### src/rtl/alu_seq.sv
// Registered eight-op ALU with auto/step/fixed/hold op sequencing and a
// valid/ready snapshot of each completed operation dwell.
module alu_seq #(
   parameter int unsigned WIDTH   = 8,
   parameter int unsigned DWELL   = 100_000_000,
   parameter logic [7:0]  OP_MASK = 8'h3F
) (
   input  logic               clk,
   input  logic               rst,
   input  logic [WIDTH-1:0]   a,
   input  logic [WIDTH-1:0]   b,
   input  logic [1:0]         mode,
   input  logic               step,
   input  logic [2:0]         op_sel,
   output logic [WIDTH-1:0]   y,
   output logic [3:0]         flags,
   output logic [2:0]         op,
   output logic               op_tick,
   output logic               snap_valid,
   input  logic               snap_ready,
   output logic [WIDTH+6:0]   snap_data,
   output logic               snap_ovf
);

   localparam int unsigned   CW       = (DWELL > 1) ? $clog2(DWELL) : 1;
   localparam logic [CW-1:0] CNT_LAST = CW'(DWELL - 1);

   typedef enum logic [2:0] {
      OP_ADD, OP_SUB, OP_AND, OP_OR, OP_XOR, OP_SHL, OP_SHR, OP_ROL
   } op_e;

   typedef enum logic [1:0] {
      M_AUTO, M_STEP, M_FIXED, M_HOLD
   } mode_e;

   mode_e            mode_s;
   op_e              op_q, op_d;
   logic [CW-1:0]    cnt_q, cnt_d;
   logic             adv;
   logic [WIDTH:0]   sum, diff;
   logic [WIDTH-1:0] res;
   logic             c_flag, v_flag;
   logic [3:0]       flags_d;
   logic [2:0]       nxt, idx;
   logic             found;

   assign mode_s = mode_e'(mode);
   assign op     = op_q;

   always_comb begin
      sum    = {1'b0, a} + {1'b0, b};
      diff   = {1'b0, a} - {1'b0, b};
      res    = '0;
      c_flag = 1'b0;
      v_flag = 1'b0;
      case (op_q)
         OP_ADD: begin
            res    = sum[WIDTH-1:0];
            c_flag = sum[WIDTH];
            v_flag = (a[WIDTH-1] == b[WIDTH-1]) && (sum[WIDTH-1] != a[WIDTH-1]);
         end
         OP_SUB: begin
            res    = diff[WIDTH-1:0];
            c_flag = diff[WIDTH];
            v_flag = (a[WIDTH-1] != b[WIDTH-1]) && (diff[WIDTH-1] != a[WIDTH-1]);
         end
         OP_AND: res = a & b;
         OP_OR:  res = a | b;
         OP_XOR: res = a ^ b;
         OP_SHL: begin
            res    = {a[WIDTH-2:0], 1'b0};
            c_flag = a[WIDTH-1];
         end
         OP_SHR: begin
            res    = {1'b0, a[WIDTH-1:1]};
            c_flag = a[0];
         end
         OP_ROL: begin
            res    = {a[WIDTH-2:0], a[WIDTH-1]};
            c_flag = a[WIDTH-1];
         end
         default: res = '0;
      endcase
      flags_d = {c_flag, v_flag, res[WIDTH-1], (res == '0)};
   end

   // Scan forward from op+1; offset 8 wraps back to the current op itself.
   always_comb begin
      nxt   = '0;
      idx   = '0;
      found = 1'b0;
      for (int unsigned i = 1; i <= 8; i++) begin
         idx = op_q + 3'(i);
         if (!found && OP_MASK[idx]) begin
            nxt   = idx;
            found = 1'b1;
         end
      end
   end

   // Counter clears in every non-auto mode so re-entering auto starts a full dwell.
   always_comb begin
      cnt_d = '0;
      adv   = 1'b0;
      op_d  = op_q;
      case (mode_s)
         M_AUTO: begin
            if (cnt_q == CNT_LAST) begin
               adv  = 1'b1;
               op_d = op_e'(nxt);
            end else begin
               cnt_d = cnt_q + 1'b1;
            end
         end
         M_STEP: begin
            if (step) begin
               adv  = 1'b1;
               op_d = op_e'(nxt);
            end
         end
         M_FIXED: begin
            op_d = op_e'(op_sel);
            adv  = (op_sel != op_q);
         end
         M_HOLD:  op_d = op_q;
         default: op_d = op_q;
      endcase
   end

   always_ff @(posedge clk or posedge rst) begin
      if (rst) begin
         y          <= '0;
         flags      <= '0;
         op_q       <= OP_ADD;
         cnt_q      <= '0;
         op_tick    <= 1'b0;
         snap_valid <= 1'b0;
         snap_data  <= '0;
         snap_ovf   <= 1'b0;
      end else begin
         y       <= res;
         flags   <= flags_d;
         op_q    <= op_d;
         cnt_q   <= cnt_d;
         op_tick <= adv;
         if (adv && (!snap_valid || snap_ready)) begin
            snap_valid <= 1'b1;
            snap_data  <= {op_q, flags_d, res};
         end else if (adv) begin
            snap_ovf   <= 1'b1;
         end else if (snap_valid && snap_ready) begin
            snap_valid <= 1'b0;
         end
      end
   end

endmodule

### config.mk
export PLATFORM = sky130hd
export DESIGN_NAME = alu_seq
export DESIGN_NICKNAME = d
export VERILOG_FILES = /design/src/rtl/alu_seq.sv
export SDC_FILE = /design/constraint.sdc
export NUM_CORES = 1
export LEC_CHECK = 0
export CELL_PAD_IN_SITES_DETAIL_PLACEMENT = 0
export CELL_PAD_IN_SITES_GLOBAL_PLACEMENT = 1
export CORE_ASPECT_RATIO = 0.75
export CORE_MARGIN = 2
export CORE_UTILIZATION = 42
export DETAILED_ROUTE_END_ITERATION = 16
export PLACE_DENSITY = 0.9
export SLEW_MARGIN = 10
export SYNTH_ARGS = -nofsm -noshare
export SYNTH_HDL_FRONTEND = slang
export SYNTH_SLANG_ARGS = --single-unit
### constraint.sdc
create_clock -name clk -period 3.8 [get_ports clk]
set_input_delay 0.76 -clock clk [delete_from_list [all_inputs] [get_ports clk]]
set_output_delay 0.76 -clock clk [all_outputs]
set_load 0.01 [all_outputs]
; ---- Word level (Yosys, flattened, before mapping)
; Memories as Yosys holds them, arrays and structs flattened.
; Cells that the tools add are included.
[op_classes]
n_bitwise = 5
addsub = 10
mux = 37
order_cmp = 8
eq_ne = 19
n_reduce_logical = 28
[op_table]
columns = cell, count
row1 = $pmux W8 S8, 1
row2 = $mux W27, 2
row3 = $lt A3 B4 Y1 const B, 8
row4 = $mux W3, 10
row5 = $add A27 B1 Y27 const B, 1
row6 = $eq A27 B27 Y1 const B, 1
row7 = $mux W1, 20
row8 = $add A3 B3 Y3 const B, 4
row9 = $eq A3 B3 Y1 const B, 4
row10 = $logic_and A1 B1 Y1, 11
row11 = $add A8 B8 Y9, 1
row12 = $pmux W3 S3, 1
row13 = $sub A8 B8 Y9, 1
row14 = $and A8 B8 Y8, 1
row15 = $logic_not A1 Y1, 8
row16 = $logic_not A8 Y1, 1
row17 = $or A8 B8 Y8, 1
row18 = $xor A8 B8 Y8, 1
row19 = $add A3 B2 Y3 const B, 2
row20 = $eq A3 B2 Y1 const B, 2
row21 = $eq A2 B2 Y1 const B, 2
row22 = $ne A2 B2 Y1 const B, 2
row23 = $pmux W1 S4, 1
row24 = $reduce_and A2 Y1, 2
row25 = 16 further kinds, 19
[totals]
memories = 8
mem_bits_ro = 64
inputBits = 25
out_inout_bits = 33
reg_bits = 60
word_cells = 123
[memory_table]
columns = memory, words, width, rd, rd_ports_with_merged_regs, write_ports, line_no
row1 = (name not given), 8, 1, 1, 0, 0, 94  ; if (!found && OP_MASK[idx]) begin
row2 = (name not given), 8, 1, 1, 0, 0, 94
row3 = (name not given), 8, 1, 1, 0, 0, 94
row4 = (name not given), 8, 1, 1, 0, 0, 94
row5 = (name not given), 8, 1, 1, 0, 0, 94
row6 = (name not given), 8, 1, 1, 0, 0, 94
row7 = 2 more memories, --, --, --, --, --, --

; ---- Logic depth before layout (Yosys ltp)
; Gate-level depths: netlist of run 1.
[depth]
depth_word = 27
mapped_depth = 10
mapped_depth_nobuf = 9

; ---- Worst setup path after synthesis of run 1
; No wires, ideal clock.
[synth_path]
path_kind = input port to flip-flop
startpoint = input port a[0]
endpoint = register snap_data[8]
cell_stages = 9
setup_time_ps = 92
path_buffers = 0
required_time_ps = 3708
path_slack_ps = 970
arrival_time_ps = 2738
cell_sequence = inv_1 ha_1 fa_1 xor2_1 a222oi_1 o211ai_1 nand4bb_1 a2111o_1 o31ai_2
[synth_via]
elab_chain_len = 3
word_cells_on_any_way = 7
cone_classes = 2 x add/sub / 1 x mux / 3 x bitwise / 1 x reduce/logical
[synth_lines]
columns = item, line_no
row1 = "start, declared", 10  ; input logic [WIDTH-1:0] a,
row2 = $sub A8 B8 Y9 / $add A8 B8 Y9 (equally long branches), "52, 51"
row3 = $pmux W8 S8 *, 56  ; case (op_q)
row4 = net res[2], 41  ; logic [WIDTH-1:0] res;
row5 = $logic_not A8 Y1 *, 84  ; flags_d = {c_flag, v_flag, res[WIDTH-1], (res == '0)};
row6 = "end signal, assigned", 148  ; snap_data <= {op_q, flags_d, res};
row7 = "end, declared", 21  ; output logic [WIDTH+6:0] snap_data,
; Mark *: on every way through the listed nets, which the timed path passes. The rest lies on a longest branch.
; A chain may end at the register's enable or synchronous reset.

; ---- Final worst setup path of run 1
[layout_path]
startpoint = input port b[1]
endpoint = register snap_data[8]
[layout_via]
elab_chain_len = 3
word_cells_on_any_way = 7
cone_classes = 2 x add/sub / 1 x mux / 3 x bitwise / 1 x reduce/logical
[layout_lines]
columns = item, line_no
row1 = "start, declared", 11  ; input logic [WIDTH-1:0] b,
row2 = "$sub A8 B8 Y9, or another cell as far along", 52  ; diff = {1'b0, a} - {1'b0, b};
row3 = $pmux W8 S8 *, 56
row4 = $logic_not A8 Y1 *, 84
; Every way passes the cells marked *; elsewhere a longest branch is shown, timed or not.

==> flow_metrics.env, run 1 <==
export IMPL_async_reset_ff_share_pct=100
export IMPL_cts_buffer_depth=2
export IMPL_grt_overflow=0
export IMPL_ys_warn_count=0
export IMPL_cts_hold_buf=0
export IMPL_setup_viol=0
export IMPL_p_switching_mw=1.21
export IMPL_rsz0062_at_grt="no"
export IMPL_whs_path_depth=1
export IMPL_wirelength_mm=10.3
export IMPL_die_y_um=88.0
export IMPL_drc=0
export IMPL_p_int_mw=2.08
export IMPL_clock_latency_ps=330
export IMPL_arrival_ps=3600
export IMPL_crit_path_end_kind="register"
export IMPL_min_to="snap_ovf$_DFFE_PP0P_"
export IMPL_worstMarginPinSlew_ps=837
export IMPL_ys_types=63
export IMPL_synth_area_mm2=0.00395
export IMPL_syn_to_final_growth_pct=26.8
export IMPL_synthCells=412
export IMPL_cp_start_kind="input pin"
export IMPL_switching_share_pct=36.8
export IMPL_finalCriticalPeriod_ps=3360
export IMPL_clock_sinks=58
export IMPL_leakage_nw=2.18
export IMPL_synth_common_cells="58 x dfrtp_1, 34 x ha_1, 34 x inv_1"
export IMPL_fillers=804
export IMPL_slew_limit_headroom_pct=43.7
export IMPL_die_area_mm2=0.0102
export IMPL_finalHoldViolations=0
export IMPL_cts_tree="built"
export IMPL_drive_above_1_share_pct=11.3
export IMPL_htreeDepth=3
export IMPL_r2r_start="op[2]$_DFFE_PP0P_"
export IMPL_grt_first_pass_wirelength_mm=16.7
export IMPL_grt_max_degree=25
export IMPL_synth_ff_type="dfrtp_1"
export IMPL_first_global_vias=3214
export IMPL_avgViaCountPerCell=5.62
export IMPL_synth_area_top_cells="dfrtp_1 37%, ha_1 11%, mux2_2 4.6%, xor2_1 4.2%, inv_1 3.2%"
export IMPL_synthesis_nets=473
export IMPL_total_power_mw=3.30
export IMPL_track_usage_pct=21.5
export IMPL_outcome="finished, final reports clean"
export IMPL_avgSynthCellArea_um2=9.59
export IMPL_finalClockSkew_ps=3.46
export IMPL_regToRegSetupSlack_ps=830
export IMPL_num_vias=3409
export IMPL_drv_cap=0
export IMPL_ys_seq_area_share_pct=36.7
export IMPL_synth_most_common_cell="dfrtp_1"
export IMPL_yosysTopAreaCell="dfrtp_1"
export IMPL_r2r_end="snap_data[8]$_DFFE_PP0P_"
export IMPL_num_antenna_cells=0
export IMPL_rows=30
export IMPL_cts_root_buf="clkbuf_16"
export IMPL_antenna_left=0
export IMPL_period_share_pct=88.4
export IMPL_worstSetupPathType="input pin to register"
export IMPL_tns_ps=0
export IMPL_ff_latch_area_mm2=0.00145
export IMPL_fin_cells=607
export IMPL_ctsResizeCount=0
export IMPL_fin_nets=535
export IMPL_cts_buffers=9
export IMPL_hold_ws_ps=466
export IMPL_power_frac_comb_pct=47.1
export IMPL_place_hpwl_mm=7.86
export IMPL_max_freq_ghz=0.298
export IMPL_ys_seq_elements=58
export IMPL_post_place_cells=591
export IMPL_antenna_found_initial=0
export IMPL_hp_class="register to register"
export IMPL_path_max_fanout=3
export IMPL_start_util_pct=43.5
export IMPL_portBuffers=57
export IMPL_ios=58
export IMPL_post_cts_buffers=0
export IMPL_ir_drop_mv=0.394
export IMPL_synth_edff_count=0
export IMPL_die_w_um=116
export IMPL_core_area_mm2=0.00908
export IMPL_p_seq_share_pct=26.6
export IMPL_powerDensity_mw_per_mm2=658
export IMPL_first_pass_iters=5
export IMPL_synth_top_cell_area_share_pct=36.7
export IMPL_hp_start="snap_ovf$_DFFE_PP0P_"
export IMPL_wl_per_cell_um=17.0
export IMPL_fin_util_pct=55.1
export IMPL_slew_violations=0
export IMPL_drt_iter0_drc=292
export IMPL_clkTransAtPathRegs_ps=50
export IMPL_reg2reg_depth=8
export IMPL_multi_input_area_mm2=0.00229
export IMPL_gp_congestion=0.984
export IMPL_clock_power_share_pct=26.2
export IMPL_required_ps=4040
## power groups by stage
stage          sequential (mW)  combinational [mW]  clock, mW
6_report                 0.878                1.55      0.865
5_1_grt                  0.894                1.67      0.914
4_1_cts                  0.879                1.54      0.883
3_5_place_dp             0.889                1.53          0
3_3_place_gp             0.883                1.50          0
2_1_floorplan            0.913               0.856          0
## how the worst max path moves through the flow
| stage | startpoint | end | slack (ps) | cells past startpoint |
|---|---|---|---|---|
| after floorplan | a[0] | snap_data[8]$_DFFE_PP0P_ | 970 | 9 |
| after global placement | a[0] | snap_data[8]$_DFFE_PP0P_ | 230 | 10 |
| after detailed placement | a[0] | snap_data[8]$_DFFE_PP0P_ | 190 | 10 |
| after CTS | a[0] | snap_data[8]$_DFFE_PP0P_ | 520 | 10 |
| after global routing | a[0] | snap_data[8]$_DFFE_PP0P_ | 320 | 10 |
| final | b[1] | snap_data[8]$_DFFE_PP0P_ | 440 | 9 |
## sequential cells by signal, summed over array words and instances (netlist names)
| name | cells |
|---|---|
| snap_data | 14 |
| snap_valid | 1 |
| cnt_q | 27 |
| y | 7 |
| snap_ovf | 1 |
| flags | 4 |
| op | 3 |
| op_tick | 1 |
## critical path: stages
cell and delay, ps:
clkdlybuf4s50_1 500, inv_1 70, ha_1 310, nor2_1 70, o311ai_0 700, nand2_1 110, a311o_1 390, a2111o_1 470
o31ai_2 220
## cells in the final DEF, fill, tap and decap left out, types with 3 or more instances in the layout
| cell | count |
|---|---|
| clkbuf_16 | 9 |
| o211ai_1 | 3 |
| inv_1 | 33 |
| and3_1 | 6 |
| nand2b_1 | 7 |
| a211oi_1 | 5 |
| dfrtp_1 | 58 |
| mux2_2 | 16 |
| ha_1 | 34 |
| a31oi_1 | 4 |
| buf_4 | 12 |
| nand2_1 | 27 |
| o21bai_1 | 3 |
| clkdlybuf4s50_1 | 57 |
| nor2b_1 | 6 |
| a21oi_1 | 15 |
| nand3_1 | 16 |
| o21ai_0 | 8 |
| a222oi_1 | 5 |
| nand4_1 | 5 |
| nor4_1 | 7 |
| nor3_1 | 5 |
| xnor2_1 | 11 |
| a21o_1 | 6 |
| or3_1 | 5 |
| o311a_1 | 3 |
| nor2_1 | 33 |
| a311oi_1 | 3 |
| a221o_1 | 4 |
| and2_1 | 5 |
| xor2_1 | 19 |
## final cells by class
type / instances / area share, %
Clock inverter: 5 / 1.55
Inverter: 34 / 2.55
Multi-Input combinational cell: 302 / 45.7
Sequential cell: 58 / 29.0
Timing Repair Buffer: 69 / 13.2
Clock buffer: 11 / 4.85
Tap cell: 128 / 3.20
## layer usage
metal  wire (um)  up-vias  global-route usage [%]
li1            -     1603                       -
met1        4830     1632                    30.9
met2        4370      157                    30.8
met3         948       17                    7.20
met4         166        0                    6.28
met5           0        -                       0
## logic make-up (layout without fill, tap and decap cells)
group / count (synthesis) / count (layout) / share of synthesized area (%)
mux: 17 / 17 / 4.81
buf+inv: 52 / 119 / 5.32
compound gates: 85 / 85 / 17.0
xor+xnor: 30 / 30 / 6.65
simple gates: 134 / 134 / 17.6
fa+ha+maj: 36 / 36 / 11.8
flops: 58 / 58 / 36.7
## per-stage QoR
stage | area [um^2] | setup slack, ps
2_1_floorplan | 3950 | 970
3_3_place_gp | 4690 | 230
3_5_place_dp | 4690 | 189
4_1_cts | 5010 | 523
5_1_grt | 5010 | 321
6_report | 5010 | 440
No activity file was read; power rests on OpenSTA's default activity.
==> run 2, diff against run 1 <==
--- a/config.mk
+++ b/config.mk
@@ -11,7 +11,7 @@
 export CORE_MARGIN = 2
 export CORE_UTILIZATION = 42
 export DETAILED_ROUTE_END_ITERATION = 16
-export PLACE_DENSITY = 0.9
+export PLACE_DENSITY_LB_ADDON = 0.1
 export SLEW_MARGIN = 10
 export SYNTH_ARGS = -nofsm -noshare
 export SYNTH_HDL_FRONTEND = slang
==> run 2 against run 1 <==
Die area is the same. Largest power group unchanged. Clock power shrank 8.3%. Non-clock buffer count grew 3. Setup slack gained 29 ps. Clock skew grew 1.3 ps. Count of clock-buffer cells in the layout is the same. Total power shrank 1.4%. Critical endpoint unchanged. Fmax grew 0.88%. Largest cell class unchanged. Global-route usage grew 0.47 points. Via count shrank 1.3%.
==> flow_metrics.env, run 2 (synthesis gave the netlist of run 1 again) <==
export IMPL_track_usage_pct=22.0
export IMPL_grt_first_pass_wirelength_mm=16.8
export IMPL_leakage_nw=2.19
export IMPL_worst_path_buf_inv=2
export IMPL_first_global_vias=3150
export IMPL_rows=30
export IMPL_num_antenna_cells=0
export IMPL_largest_reg_flops=27
export IMPL_ctsResizeCount=0
export IMPL_finalCriticalPeriod_ps=3330
export IMPL_hp_class="register to register"
export IMPL_cts_tree="built"
export IMPL_clock_sinks=58
export IMPL_required_ps=4040
export IMPL_finalHoldViolations=0
export IMPL_path_cells="clkdlybuf4s50_1 -> inv_1 -> ha_1 -> nor2_1 -> o311ai_0 -> nand2_1 -> a311o_1 -> a2111o_1 -> o31ai_2"
export IMPL_hold_ws_ps=455
export IMPL_post_cts_buffers=0
export IMPL_ir_drop_mv=0.465
export IMPL_fin_util_pct=55.1
export IMPL_worstSetupPathType="input pin to register"
export IMPL_place_hpwl_mm=8.04
export IMPL_path_max_fanout=3
export IMPL_htreeDepth=3
export IMPL_grt_max_degree=29
export IMPL_drc=0
export IMPL_first_pass_iters=4
export IMPL_antenna_left=0
export IMPL_antenna_found_initial=0
export IMPL_grt_overflow=0
export IMPL_ios=58
export IMPL_wl_per_cell_um=17.4
export IMPL_cts_root_buf="clkbuf_16"
export IMPL_max_stage_delay_ps=680
export IMPL_cts_buffers=9
export IMPL_fin_nets=538
export IMPL_period_share_pct=87.7
export IMPL_cpLargestDelayFamily="compound AO/OA/AOI/OAI gates"
export IMPL_cts_buffer_depth=2
export IMPL_regMostFlops="cnt_q"
export IMPL_portBuffers=57
export IMPL_outcome="finished, final reports clean"
export IMPL_die_area_mm2=0.0102
export IMPL_crit_path_end_kind="register"
export IMPL_cp_start_kind="input pin"
export IMPL_avgViaCountPerCell=5.53
export IMPL_core_area_mm2=0.00908
export IMPL_clkTransAtPathRegs_ps=50
export IMPL_tns_ps=0
export IMPL_drv_cap=0
export IMPL_rsz0062_at_grt="no"
export IMPL_slew_limit_headroom_pct=44.2
export IMPL_fillers=856
export IMPL_gp_congestion=0.917
export IMPL_finalClockSkew_ps=4.73
export IMPL_die_w_um=116
export IMPL_final_common_cell="dfrtp_1"
export IMPL_powerDensity_mw_per_mm2=650
export IMPL_max_freq_ghz=0.300
export IMPL_final_cell_mix="58 x dfrtp_1, 57 x clkdlybuf4s50_1, 34 x ha_1, 33 x inv_1, 33 x nor2_1"
export IMPL_setup_viol=0
export IMPL_drt_iter0_drc=359
export IMPL_reg_top3="cnt_q (27), snap_data (14), y (7)"
export IMPL_clock_latency_ps=330
export IMPL_drive_above_1_share_pct=11.7
export IMPL_slowest_stage="o311ai_0"
export IMPL_wirelength_mm=10.6
export IMPL_num_vias=3365
export IMPL_cts_hold_buf=0
export IMPL_slew_violations=0
export IMPL_worstMarginPinSlew_ps=835
export IMPL_die_y_um=88.0
export IMPL_arrival_ps=3570
export IMPL_syn_to_final_growth_pct=26.7
export IMPL_start_util_pct=43.5
==> run 2: cell count changes in the layout (fill, tap and decap cells not counted), sizes merged <==
cell,delta
buf,+3
bufinv,-1
clkinvlp,-1
==> run 2: routing by layer <==
layer  up-vias  routed length (um)  GRT usage (%)
met5         -                   0              0
met2       125                4090           29.4
met1      1619                5560           34.5
met4         0                  69           4.65
met3         9                 832           6.44
li1       1612                   -              -
==> run 2: layout make-up <==
cell class | instances | area [um^2] | area share (%)
clock buffers | 11 | 253 | 5.05
inverters | 34 | 128 | 2.55
clock inverters | 3 | 40.0 | 0.800
multi-input cells | 302 | 2290 | 45.7
repair buffers | 72 | 683 | 13.7
flip-flops and latches | 58 | 1450 | 29.0
well taps | 128 | 160 | 3.20
==> run 2: worst paths after layout <==
kind | start | endpoint | slack (ps) | depth (start not counted)
hold reg to reg | snap_ovf$_DFFE_PP0P_ | snap_ovf$_DFFE_PP0P_ | 450 | 1
setup reg to reg | cnt_q[11]$_DFF_PP0_ | snap_data[10]$_DFFE_PP0P_ | 920 | 6
setup / recovery | a[1] | snap_data[8]$_DFFE_PP0P_ | 470 | 9
max in group asynchronous | rst | cnt_q[1]$_DFF_PP0_ | 2320 | 3
min in group asynchronous | rst | snap_valid$_DFFE_PP0P_ | 760 | 2
hold / removal | snap_ovf$_DFFE_PP0P_ | snap_ovf$_DFFE_PP0P_ | 450 | 1
==> run 2: worst register-to-register path: stages (launching register included) <==
cell,delay (ps)
dfrtp_1,420
or4_1,590
or4_4,590
o31a_4,330
nor3_4,200
buf_4,270
mux2_2,360
==> run 2: power breakdown <==
part / total [mW] / switching (mW) / internal [mW] / leakage [nW]
clock: 0.793 / 0.261 / 0.532 / 0.147
sequential: 0.883 / 0.119 / 0.764 / 0.742
combinational: 1.57 / 0.826 / 0.748 / 1.30
==> run 2: stage by stage <==
| step | worst slack (ps) | instances | cell area (um^2) | power (mW) |
|---|---|---|---|---|
| 6_report | 469 | 608 | 5000 | 3.25 |
| 5_1_grt | 276 | 608 | 5000 | 3.44 |
| 4_1_cts | 474 | 608 | 5000 | 3.25 |
| 3_5_place_dp | 135 | 594 | 4710 | 2.44 |
| 3_3_place_gp | 162 | 594 | 4710 | 2.44 |
| 2_1_floorplan | 970 | 412 | 3950 | 1.77 |
==> run 3, diff against run 2 <==
--- a/config.mk
+++ b/config.mk
@@ -9,7 +9,7 @@
 export CELL_PAD_IN_SITES_GLOBAL_PLACEMENT = 1
 export CORE_ASPECT_RATIO = 0.75
 export CORE_MARGIN = 2
-export CORE_UTILIZATION = 42
+export CORE_UTILIZATION = 35
 export DETAILED_ROUTE_END_ITERATION = 16
 export PLACE_DENSITY_LB_ADDON = 0.1
 export SLEW_MARGIN = 10
==> run 3 against run 2 <==
Clock power rose by 14%. Fmax down 4.0%. Non-clock buffer count decreased by 1. Final area grew 0.98%. Critical endpoint unchanged. Sequential share of layout area decreased by 0.28 points. Largest power group unchanged. Worst hold slack better by 8.6 ps. Setup slack lost 140 ps. Highest routed layer unchanged. Sequential power about the same. Critical path type unchanged.
==> flow_metrics.env, run 3 (synthesis gave the netlist of run 1 again) <==
export IMPL_cts_tree="built"
export IMPL_cts_root_buf="clkbuf_16"
export IMPL_arrival_ps=3700
export IMPL_whs_path_depth=1
export IMPL_crit_path_end_kind="register"
export IMPL_num_antenna_cells=0
export IMPL_ctsResizeCount=0
export IMPL_setup_viol=0
export IMPL_use_met2_pct=25.5
export IMPL_powerDensity_mw_per_mm2=664
export IMPL_htreeDepth=3
export IMPL_num_vias=3348
export IMPL_antenna_left=0
export IMPL_worst_slack_ps=329
export IMPL_ir_drop_mv=0.333
export IMPL_ios=58
export IMPL_drc=0
export IMPL_track_usage_pct=18.7
export IMPL_die_area_mm2=0.0122
export IMPL_required_ps=4030
export IMPL_grt_overflow=0
export IMPL_first_global_vias=3216
export IMPL_wl_per_cell_um=17.5
export IMPL_hp_class="register to register"
export IMPL_rsz0062_at_grt="no"
export IMPL_reg2reg_depth=8
export IMPL_core_area_mm2=0.0110
export IMPL_syn_to_final_growth_pct=27.9
export IMPL_final_common_cell="dfrtp_1"
export IMPL_die_w_um=127
export IMPL_cp_start_kind="input pin"
export IMPL_max_freq_ghz=0.288
export IMPL_start_util_pct=36.0
export IMPL_drt_iter0_drc=221
export IMPL_first_pass_iters=5
export IMPL_period_share_pct=91.3
export IMPL_finalCriticalPeriod_ps=3470
export IMPL_reg_top3="cnt_q (27), snap_data (14), y (7)"
export IMPL_die_y_um=96
export IMPL_grt_first_pass_wirelength_mm=17.5
export IMPL_tns_ps=0
export IMPL_grt_max_degree=59
export IMPL_cts_buffer_depth=2
export IMPL_gp_congestion=0.873
export IMPL_clock_latency_ps=320
export IMPL_clock_sinks=58
export IMPL_final_cell_mix="58 x dfrtp_1, 57 x clkdlybuf4s50_1, 34 x ha_1, 33 x inv_1, 33 x nor2_1"
export IMPL_use_met3_pct=4.72
export IMPL_finalHoldViolations=0
export IMPL_drv_cap=0
export IMPL_fin_nets=537
export IMPL_outcome="finished, final reports clean"
export IMPL_largest_reg_flops=27
export IMPL_place_hpwl_mm=8.26
export IMPL_wirelength_mm=10.9
export IMPL_portBuffers=57
export IMPL_antenna_found_initial=0
export IMPL_place_ws_ps=107
export IMPL_leakage_nw=2.20
export IMPL_clkTransAtPathRegs_ps=50
export IMPL_total_power_mw=3.36
export IMPL_path_max_fanout=3
export IMPL_finalClockSkew_ps=4.57
export IMPL_worstSetupPathType="input pin to register"
export IMPL_slew_violations=0
export IMPL_avgViaCountPerCell=5.39
export IMPL_cts_buffers=9
export IMPL_post_cts_buffers=0
export IMPL_regMostFlops="cnt_q"
export IMPL_busiest_layer="met1"
export IMPL_rows=33
export IMPL_gr_usage_met1_pct=29.4
export IMPL_slew_limit_headroom_pct=33.7
export IMPL_cts_hold_buf=0
export IMPL_drive_above_1_share_pct=11.6
export IMPL_worstMarginPinSlew_ps=982
run 3: cell count changes in the layout (fill, tap and decap cells not counted), sizes merged:
cell,previous run,this run
clkbuf,11,10
bufinv,1,3
clkinv,2,3
buf,15,14
run 3: critical path, stage by stage:
cell	delay, ps
clkdlybuf4s50_1	470
inv_1	70
ha_1	320
nor2_1	70
o311ai_0	810
nand2_1	100
a311o_1	400
a2111o_1	460
o31ai_2	230
run 3: routing by layer:
| metal | part of all wire (%) | vias to the layer above | wire (um) |
|---|---|---|---|
| met3 | 7.1 | 6 | 772 |
| li1 | - | 1605 | - |
| met4 | 0.42 | 0 | 46 |
| met5 | 0 | - | 0 |
| met1 | 54 | 1621 | 5820 |
| met2 | 39 | 116 | 4230 |
run 3: power by group:
part           leakage (nW)  internal (mW)  switching (mW)  total, mW
combinational          1.29          0.747           0.823       1.57
sequential            0.742          0.763           0.118      0.881
clock                 0.166          0.636           0.268      0.904
total                  2.20           2.15            1.21       3.36
run 3: cell type report:
class                           count  area [um^2]
Clock inverter                      6          105
Tap cell                          140          175
Sequential cell                    58         1450
Timing Repair Buffer               71          676
Clock buffer                       10          229
Fill cell                        1059         5930
Multi-Input combinational cell    302         2290
Inverter                           34          128
run 3: final timing paths:
path	from	to	slack [ps]
setup reg to reg	op[0]$_DFFE_PP0P_	snap_data[8]$_DFFE_PP0P_	940
max in group asynchronous	rst	cnt_q[8]$_DFF_PP0_	2320
hold / removal	snap_ovf$_DFFE_PP0P_	snap_ovf$_DFFE_PP0P_	460
hold reg to reg	snap_ovf$_DFFE_PP0P_	snap_ovf$_DFFE_PP0P_	460
min in group asynchronous	rst	cnt_q[17]$_DFF_PP0_	970
setup / recovery	a[1]	snap_data[8]$_DFFE_PP0P_	330
run 3: per-stage QoR:
step	cells	hold slack, ps	instance area [um^2]	util [%]
floorplan	412	448	3950	-
global placement	605	447	4720	43.0
detailed placement	605	455	4720	43.0
CTS	621	467	5050	46.0
global route	621	485	5050	46.0
finish	621	463	5050	46.0
